## config.mk

```make
export PLATFORM = sky130hd
export DESIGN_NAME = dispense_scheduler
export DESIGN_NICKNAME = d
export VERILOG_FILES = /design/src/rtl/dispense_scheduler.sv
export SDC_FILE = /design/constraint.sdc
export NUM_CORES = 1
export LEC_CHECK = 0
export ABC_AREA = 1
export CORE_UTILIZATION = 54
export DETAILED_ROUTE_END_ITERATION = 8
export GPL_ROUTABILITY_DRIVEN = 0
export PLACE_DENSITY_LB_ADDON = 0.05
export SETUP_SLACK_MARGIN = 0.5
export SKIP_CTS_REPAIR_TIMING = 1
export SYNTH_ARGS = -nofsm -noshare
export SYNTH_HDL_FRONTEND = slang
export SYNTH_SLANG_ARGS = --single-unit
export TNS_END_PERCENT = 30
```

## constraint.sdc

```tcl
create_clock -name clock -period 2.1 [get_ports clock]
set_clock_uncertainty 0.1 [all_clocks]
set_input_delay 0.42 -clock clock [delete_from_list [all_inputs] [get_ports clock]]
set_output_delay 0.42 -clock clock [all_outputs]
set_load 0.01 [all_outputs]
```

## src/rtl/dispense_scheduler.sv

```systemverilog
// Round-robin dispense scheduler: queues slot/manual requests per channel and serialises
// fixed-width actuator pulses with an all-off gap. Define DISPENSE_MANUAL_EN to honour manual_req.
module dispense_scheduler #(
    parameter int unsigned NUM_CH       = 4,
    parameter int unsigned PULSE_CYCLES = 50000000,
    parameter int unsigned GAP_CYCLES   = 5000000
) (
    input  logic                  clock,
    input  logic                  reset,
    input  logic [2:0]            slot_pulse,
    input  logic [3*NUM_CH-1:0]   sched_mask,
    input  logic [NUM_CH-1:0]     manual_req,
    output logic [NUM_CH-1:0]     dispense_out,
    output logic                  busy,
    output logic [2:0]            active_ch,
    output logic [NUM_CH-1:0]     pending,
    output logic                  done_pulse,
    output logic [NUM_CH-1:0]     overrun
);
    localparam int unsigned MAX_CYC = (PULSE_CYCLES > GAP_CYCLES) ? PULSE_CYCLES : GAP_CYCLES;
    localparam int unsigned CNT_W   = $clog2(MAX_CYC + 1);
    localparam logic [CNT_W-1:0] PULSE_LOAD = CNT_W'(PULSE_CYCLES - 1);
    localparam logic [CNT_W-1:0] GAP_LOAD   = CNT_W'(GAP_CYCLES - 1);
    localparam logic [2:0]       LAST_CH    = 3'(NUM_CH - 1);

    typedef enum logic [1:0] {IDLE, FIRE, GAP} state_t;

    state_t            state, state_nxt;
    logic [CNT_W-1:0]  cnt;
    logic [2:0]        rr_ptr;
    logic [2:0]        grant_idx;
    logic              grant;
    logic [NUM_CH-1:0] manual_eff, req, grant_clr;
    logic [NUM_CH-1:0] dispense_nxt;
    logic              busy_nxt, done_nxt;

`ifdef DISPENSE_MANUAL_EN
    assign manual_eff = manual_req;
`else
    logic unused_manual;
    assign manual_eff    = '0;
    assign unused_manual = ^manual_req;
`endif

    // Per-channel request: any enabled slot pulse or a manual request, merged into one.
    always_comb begin
        req = manual_eff;
        for (int i = 0; i < NUM_CH; i++) begin
            if (|(slot_pulse & sched_mask[3*i +: 3])) req[i] = 1'b1;
        end
    end

    // First pending channel at or above rr_ptr, else lowest pending channel (wrap).
    always_comb begin
        logic       hi_found;
        logic [2:0] hi_idx, lo_idx;
        hi_found = 1'b0;
        hi_idx   = '0;
        lo_idx   = '0;
        for (int i = NUM_CH - 1; i >= 0; i--) begin
            if (pending[i]) begin
                lo_idx = 3'(i);
                if (3'(i) >= rr_ptr) begin
                    hi_found = 1'b1;
                    hi_idx   = 3'(i);
                end
            end
        end
        grant_idx = hi_found ? hi_idx : lo_idx;
        grant_clr = grant ? (NUM_CH'(1) << grant_idx) : '0;
    end

    always_ff @(posedge clock) begin
        if (reset) state <= IDLE;
        else       state <= state_nxt;
    end

    always_comb begin
        state_nxt = state;
        grant     = 1'b0;
        case (state)
            IDLE: if (|pending) begin
                grant     = 1'b1;
                state_nxt = FIRE;
            end
            FIRE: if (cnt == '0) state_nxt = GAP;
            GAP:  if (cnt == '0) begin
                if (|pending) begin
                    grant     = 1'b1;
                    state_nxt = FIRE;
                end else begin
                    state_nxt = IDLE;
                end
            end
            default: state_nxt = IDLE;
        endcase
    end

    // Outputs lag the state by one register stage.
    always_comb begin
        dispense_nxt = '0;
        busy_nxt     = (state != IDLE);
        done_nxt     = (|dispense_out) && (state != FIRE);
        if (state == FIRE) dispense_nxt = NUM_CH'(1) << active_ch;
    end

    always_ff @(posedge clock) begin
        if (reset) begin
            dispense_out <= '0;
            busy         <= 1'b0;
            done_pulse   <= 1'b0;
            pending      <= '0;
            overrun      <= '0;
            active_ch    <= '0;
            rr_ptr       <= '0;
            cnt          <= '0;
        end else begin
            dispense_out <= dispense_nxt;
            busy         <= busy_nxt;
            done_pulse   <= done_nxt;
            pending      <= (pending & ~grant_clr) | req;
            overrun      <= overrun | (req & pending & ~grant_clr);
            if (grant) begin
                active_ch <= grant_idx;
                rr_ptr    <= (grant_idx == LAST_CH) ? 3'd0 : grant_idx + 3'd1;
            end
            if (grant)                             cnt <= PULSE_LOAD;
            else if (state == FIRE && cnt == '0)   cnt <= GAP_LOAD;
            else if (cnt != '0)                    cnt <= cnt - CNT_W'(1);
        end
    end
endmodule

```

==> flow_summary.json, run 1 <==
{
  "outcome": "complete, no violations",
  "drcViolationCount": 0,
  "core_region_area_um2": 4723,
  "die_area_um2": 5206,
  "area_growth_pct": 30.13,
  "syn_inst": 413,
  "track_usage": 0.2582,
  "syn_nets": 440,
  "wl_per_cell_um": 12.76,
  "hp-class": "reg -> reg",
  "end_kind": "register",
  "hold_viol_final": 0,
  "antenna_found_initial": 0,
  "clock_latency_ps": 310,
  "finalSetupTns_ps": 0,
  "synth_area_leader_cell": "dfxtp_1",
  "powerDensity_nw_per_um2": 850.0,
  "clk_pin_slew_ps": 90,
  "synth_edf_count": 0,
  "synth.top_cell.area_share": 0.3465,
  "p_leak_uw": 0.001614,
  "tritoncts": "built",
  "die_w_um": 72.15,
  "layout_min_cycle_time_ps": 1862,
  "wl_met2_um": 3451,
  "rsz0062_at_grt": "yes",
  "fin_nets": 491,
  "synth_area_leaders": "dfxtp_1 (35%), nand2_1 (15%), nor2_1 (8.8%)",
  "netlist_area_um2": 2658,
  "drtIter0Drc": 245,
  "firstDrtPassIters": 5,
  "arrival_ps": 2010,
  "top_layer_used": "met4",
  "yosysMostFrequentCell": "nand2_1",
  "clock.fmax_mhz": 537.0,
  "synth-main-ff-cell": "dfxtp_1",
  "grt-ovfl-total": 0,
  "first_global_vias": 2385,
  "cap_viol_max_count": 0,
  "cts-root-buf": "clkbuf_8",
  "cp-start-kind": "register",
  "fin_crit_sh": 0.8868,
  "instances_no_fill": 532,
  "io_buffers": 32,
  "drive_above_1_share": 0.1656,
  "yosys-top-cells-count": "nand2_1 (107), nor2_1 (62), inv_1 (58), dfxtp_1 (46)",
  "setup_viol": 0,
  "grt_max_degree": 21,
  "dp_hpwl_um": 4803,
  "num_antenna_cells": 0,
  "cp.required_ps": 2250,
  "via_count": 2740,
  "ys_ff_latch": 46,
  "synth_cell_type_count": 34,
  "die_y_um": 72.15,
  "synth_async_sr_flop_share": 0,
  "met1_length_um": 2814,
  "io_pins": 38,
  "start_util": 0.5626,
  "multi_input_area_um2": 1572,
  "cts_buffer_depth": 2,
  "cp_max_fo": 5,
  "cts.sinks": 46,
  "slew_violations": 0,
  "grt_first_pass_wirelength_um": 10580,
  "seq_area_um2": 929.6,
  "yosysSeqAreaShare": 0.3465,
  "critPathKind": "reg -> reg",
  "rows": 25,
  "dp_cells": 510,
  "syn_area_per_cell_um2": 6.435,
  "ir_drop_v": 0.0004693,
  "wirelength_um": 6789,
  "numCtsBuffers": 5,
  "yosys_warnings": 0,
  "route.met3.wl_um": 398,
  "cts.htree.levels": 2,
  "fill_cells": 374,
  "viasPerCell": 5.150,
  "postRouteAntennaNets": 0
}
-- cell type report --
cell class / instances / share of cell area
Clock buffer: 5 / 0.01990
Clock inverter: 3 / 0.01990
Inverter: 59 / 0.06476
Multi-Input combinational cell: 300 / 0.4544
Sequential cell: 46 / 0.2688
Tap cell: 67 / 0.02424
Timing Repair Buffer: 52 / 0.1480
-- registers in the layout, indices dropped and copies added (netlist names) --
name and cells:
dispense_out 4, active_ch 2, pending 4, rr_ptr 2, state 2, cnt 26
done_pulse 1, overrun 4, busy 1
-- routing by layer --
layer	vias up	global-route usage
met4	0	0.07625
met3	16	0.03333
met1	1248	0.3179
met2	88	0.4683
li1	1388	-
met5	-	0
-- cell usage in the layout (no fill, tap or decap), types with 8 or more instances in the layout --
| cell type | count |
|---|---|
| nand2_1 | 102 |
| nor2_1 | 58 |
| inv_1 | 54 |
| dfxtp_1 | 39 |
| clkdlybuf4s50_1 | 32 |
| nand3_1 | 29 |
| a21oi_1 | 28 |
| buf_4 | 16 |
| nor2_2 | 9 |
| nor2_4 | 8 |
-- per-stage QoR --
stage               hold slack, ps  cell area, µm²  utilization  worst slack (ps)  power [µW]
detailed placement           343.6            3064       0.6487             278.2        1978
CTS                          359.4            3202       0.6779             187.7        2769
global route                 378.4            3458       0.7322             167.3        3120
finish                       356.8            3458       0.7322             237.7        2940
floorplan                    334.4            2660            -             473.0        1719
global placement             337.9            3064       0.6487             322.4        1959
-- critical path: stages, from the launching register on --
cell	delay [ps]
dfxtp_2	350
inv_2	80
ha_1	250
nand2_2	160
nor2_4	220
nand3b_1	180
o21ai_0	260
nand3_1	100
nor2_1	110
-- cells by family after synthesis --
family | synth area share
DFF | 0.3465
adders and majority gates | 0.02825
xor gates and xnor gates | 0.02637
other | 0.001411
and+or+nand+nor | 0.4030
AOI/OAI and AO/OA | 0.09416
buffers and inverters | 0.1003
-- final timing paths --
path | from | slack [ps] | to | depth (start not counted)
min | overrun[1]$_SDFF_PP0_ | 360 | overrun[1]$_SDFF_PP0_ | 2
max | cnt[1]$_SDFFE_PP0P_ | 240 | cnt[24]$_SDFFE_PP0P_ | 8
max reg2reg | cnt[1]$_SDFFE_PP0P_ | 240 | cnt[24]$_SDFFE_PP0P_ | 8
min reg2reg | overrun[1]$_SDFF_PP0_ | 360 | overrun[1]$_SDFF_PP0_ | 2
-- where the power goes --
part	internal (µW)	total, µW	switching [µW]
clock network	477	804	327
registers	988	1090	106
logic	440	1040	602
total	1900	2940	1040
Note: power is estimated with default switching activity, not from simulation.
==> run 2, diff against run 1 <==
- ABC_AREA: 1 -> unset
- CORE_UTILIZATION: 54 -> 53
- CTS_CLUSTER_DIAMETER: unset -> 200
==> run 2 against run 1 <==
  * The run now ends with setup timing left
  * Routed wire length rose by 27%
  * Synthesized cell count fell by 32%
  * Critical path depth did not move
  * Hold slack improved by 12 ps
  * First-iteration DRC count rose by 44%
  * Register-to-register slack got worse by 290 ps
  * Count of clock-buffer cells in the layout did not move
  * Die area fell by 8.4%
  * Maximum frequency fell by 14%
  * Utilization rose by 14 points
  * Synthesized area fell by 10%
  * Critical path type unchanged
==> flow_summary.json, run 2 <==
{
  "die_y_um": 69.06,
  "grt_first_pass_wirelength_um": 11160,
  "grt_max_degree": 29,
  "hp-class": "reg -> reg",
  "core_region_area_um2": 4324,
  "clock_latency_ps": 310,
  "seqPwrFrac": 0.384,
  "grt-ovfl-total": 0,
  "numCtsBuffers": 5,
  "end_kind": "register",
  "dp_hpwl_um": 4770,
  "via_count": 2793,
  "cap_viol_max_count": 0,
  "fin_nets": 390,
  "io_pins": 38,
  "clock.fmax_mhz": 463.6,
  "ys_ff_latch": 46,
  "synth_async_sr_flop_share": 0,
  "cp_cell_sequence": "buf_6, nor4_4, nand4_1, buf_6, o21ai_4, nand2_2, buf_12, a21oi_1",
  "slew_violations": 0,
  "seq_area_um2": 938.4,
  "tightest_slew_ps": 543.3,
  "start_util": 0.5512,
  "layout_common_cells": "buf_4 (44), dfxtp_1 (36), nor2_1 (19)",
  "tritoncts": "built",
  "synth_area_leaders": "dfxtp_1 (39%), a21oi_1 (3.8%), o21ai_0 (3.8%)",
  "synth_edf_count": 0,
  "io_buffers": 32,
  "yosys_warnings": 0,
  "firstDrtPassIters": 5,
  "num_antenna_cells": 0,
  "yosys-top-cells-count": "dfxtp_1 (46), nor2_1 (21), a21oi_1 (18), o21ai_0 (18), nand2_1 (15)",
  "wl_per_cell_um": 20.66,
  "wirelength_um": 8595,
  "synth.top_cell.area_share": 0.3864,
  "cp-start-kind": "register",
  "instances_no_fill": 416,
  "cts-root-buf": "clkbuf_8",
  "hold_viol_final": 0,
  "multi_input_area_um2": 1799,
  "track_usage": 0.2858,
  "timing.critical_path.mode_cell": "buf_6",
  "layout_commonest_cell": "buf_4",
  "p_leak_uw": 0.001617,
  "dp_cells": 404,
  "yosysMostFrequentCell": "dfxtp_1",
  "finalCoreUtilization": 0.8764,
  "syn_inst": 281,
  "violations": "setup timing",
  "synth_cell_type_count": 55,
  "netlist_area_um2": 2384,
  "relSlewSlack": 0.6378,
  "rsz0062_at_grt": "yes",
  "cp_max_fo": 12,
  "cp_slowest_cell": "dfxtp_2",
  "synth-main-ff-cell": "dfxtp_1",
  "critPathMaxStageDelay_ps": 340,
  "drcViolationCount": 0,
  "drtIter0Drc": 352,
  "first_global_vias": 2372,
  "powerDensity_nw_per_um2": 767.9,
  "arrival_ps": 2290,
  "drive_above_1_share": 0.4066,
  "layout_min_cycle_time_ps": 2157,
  "synth_area_leader_cell": "dfxtp_1",
  "outcome": "complete, but fails checks",
  "antenna_found_initial": 0,
  "setup_ws_ps": -57.11,
  "clk_pin_slew_ps": 100,
  "fill_cells": 215,
  "ir_drop_v": 0.0005247,
  "rows": 24,
  "setup_viol": 6,
  "clkPwrFrac": 0.238,
  "syn_nets": 308,
  "path_buf_inv": 3,
  "die_area_um2": 4769,
  "die_w_um": 69.06,
  "viasPerCell": 6.714,
  "area_growth_pct": 59.00,
  "fin_crit_sh": 1.027,
  "largest_reg_flops": 26,
  "syn_area_per_cell_um2": 8.482,
  "net-switching-power_uw": 1046,
  "cts.sinks": 46,
  "yosysSeqAreaShare": 0.3864,
  "cts_buffer_depth": 2,
  "p_int_uw": 1865,
  "postRouteAntennaNets": 0,
  "cts.htree.levels": 2,
  "regMostFlops": "cnt",
  "path_delay_family": "simple AND/OR/NAND/NOR gates",
  "cp.required_ps": 2230,
  "combPwrFrac": 0.378,
  "sw_frac_of_total": 0.3592,
  "critPathKind": "reg -> reg"
}
[run 2: kinds of logic after synthesis]
family	count (synthesis)	share of synthesized area
xor gates and xnor gates	10	0.03674
buffers and inverters	24	0.04409
DFF	46	0.3864
muxes	2	0.008399
other	1	0.001573
and+or+nand+nor	110	0.2619
adders and majority gates	6	0.03150
AOI/OAI and AO/OA	82	0.2294
[run 2: through the flow]
| stage | power (µW) | area, µm² | hold slack, ps | setup slack (ps) | TNS (ps) |
|---|---|---|---|---|---|
| after floorplan | 1545 | 2415 | 345.7 | -108.0 | -977.2 |
| after global routing | 3009 | 3790 | 378.1 | -100.8 | -874.6 |
| after detailed placement | 1931 | 3117 | 367.1 | -67.46 | -592.1 |
| final | 2910 | 3790 | 368.3 | -57.11 | -108.2 |
| after global placement | 1912 | 3117 | 355.8 | -52.85 | -400.8 |
| after CTS | 2610 | 3231 | 387.1 | -88.87 | -1303 |
[run 2: worst paths after layout]
kind                             startpoint                          to  slack [ps]  depth (start not counted)
setup / recovery       cnt[10]$_SDFFE_PP0P_       state[0]$_SDFFE_PP0P_         -60                          8
hold / removal    active_ch[0]$_SDFFE_PP0P_  dispense_out[2]$_SDFF_PP0_         370                          1
setup reg to reg       cnt[10]$_SDFFE_PP0P_       state[0]$_SDFFE_PP0P_         -60                          8
hold reg to reg   active_ch[0]$_SDFFE_PP0P_  dispense_out[2]$_SDFF_PP0_         370                          1
[run 2: final cells by class]
class,count,area share
multi-input cells,211,0.4747
repair buffers,88,0.2195
clock buffers,5,0.01816
flip-flops and latches,46,0.2476
well taps,52,0.01717
clock inverters,3,0.01189
inverters,11,0.01089
[run 2: routing by layer]
metal	part of all wire	vias to the layer above	track usage	wire, µm
li1	-	1229	-	-
met1	0.40	1339	0.3952	3445
met2	0.47	172	0.4466	4030
met3	0.086	53	0.05117	740
met4	0.044	0	0.09977	378
met5	0	-	0	0
[run 2: power by group through the flow]
| stage | Combinational, µW | Clock, µW | Sequential, µW |
|---|---|---|---|
| 2_1_floorplan | 426 | 0 | 1120 |
| 3_3_place_gp | 814 | 0 | 1100 |
| 3_5_place_dp | 827 | 0 | 1100 |
| 4_1_cts | 839 | 683 | 1090 |
| 5_1_grt | 1150 | 725 | 1130 |
| 6_report | 1100 | 694 | 1120 |
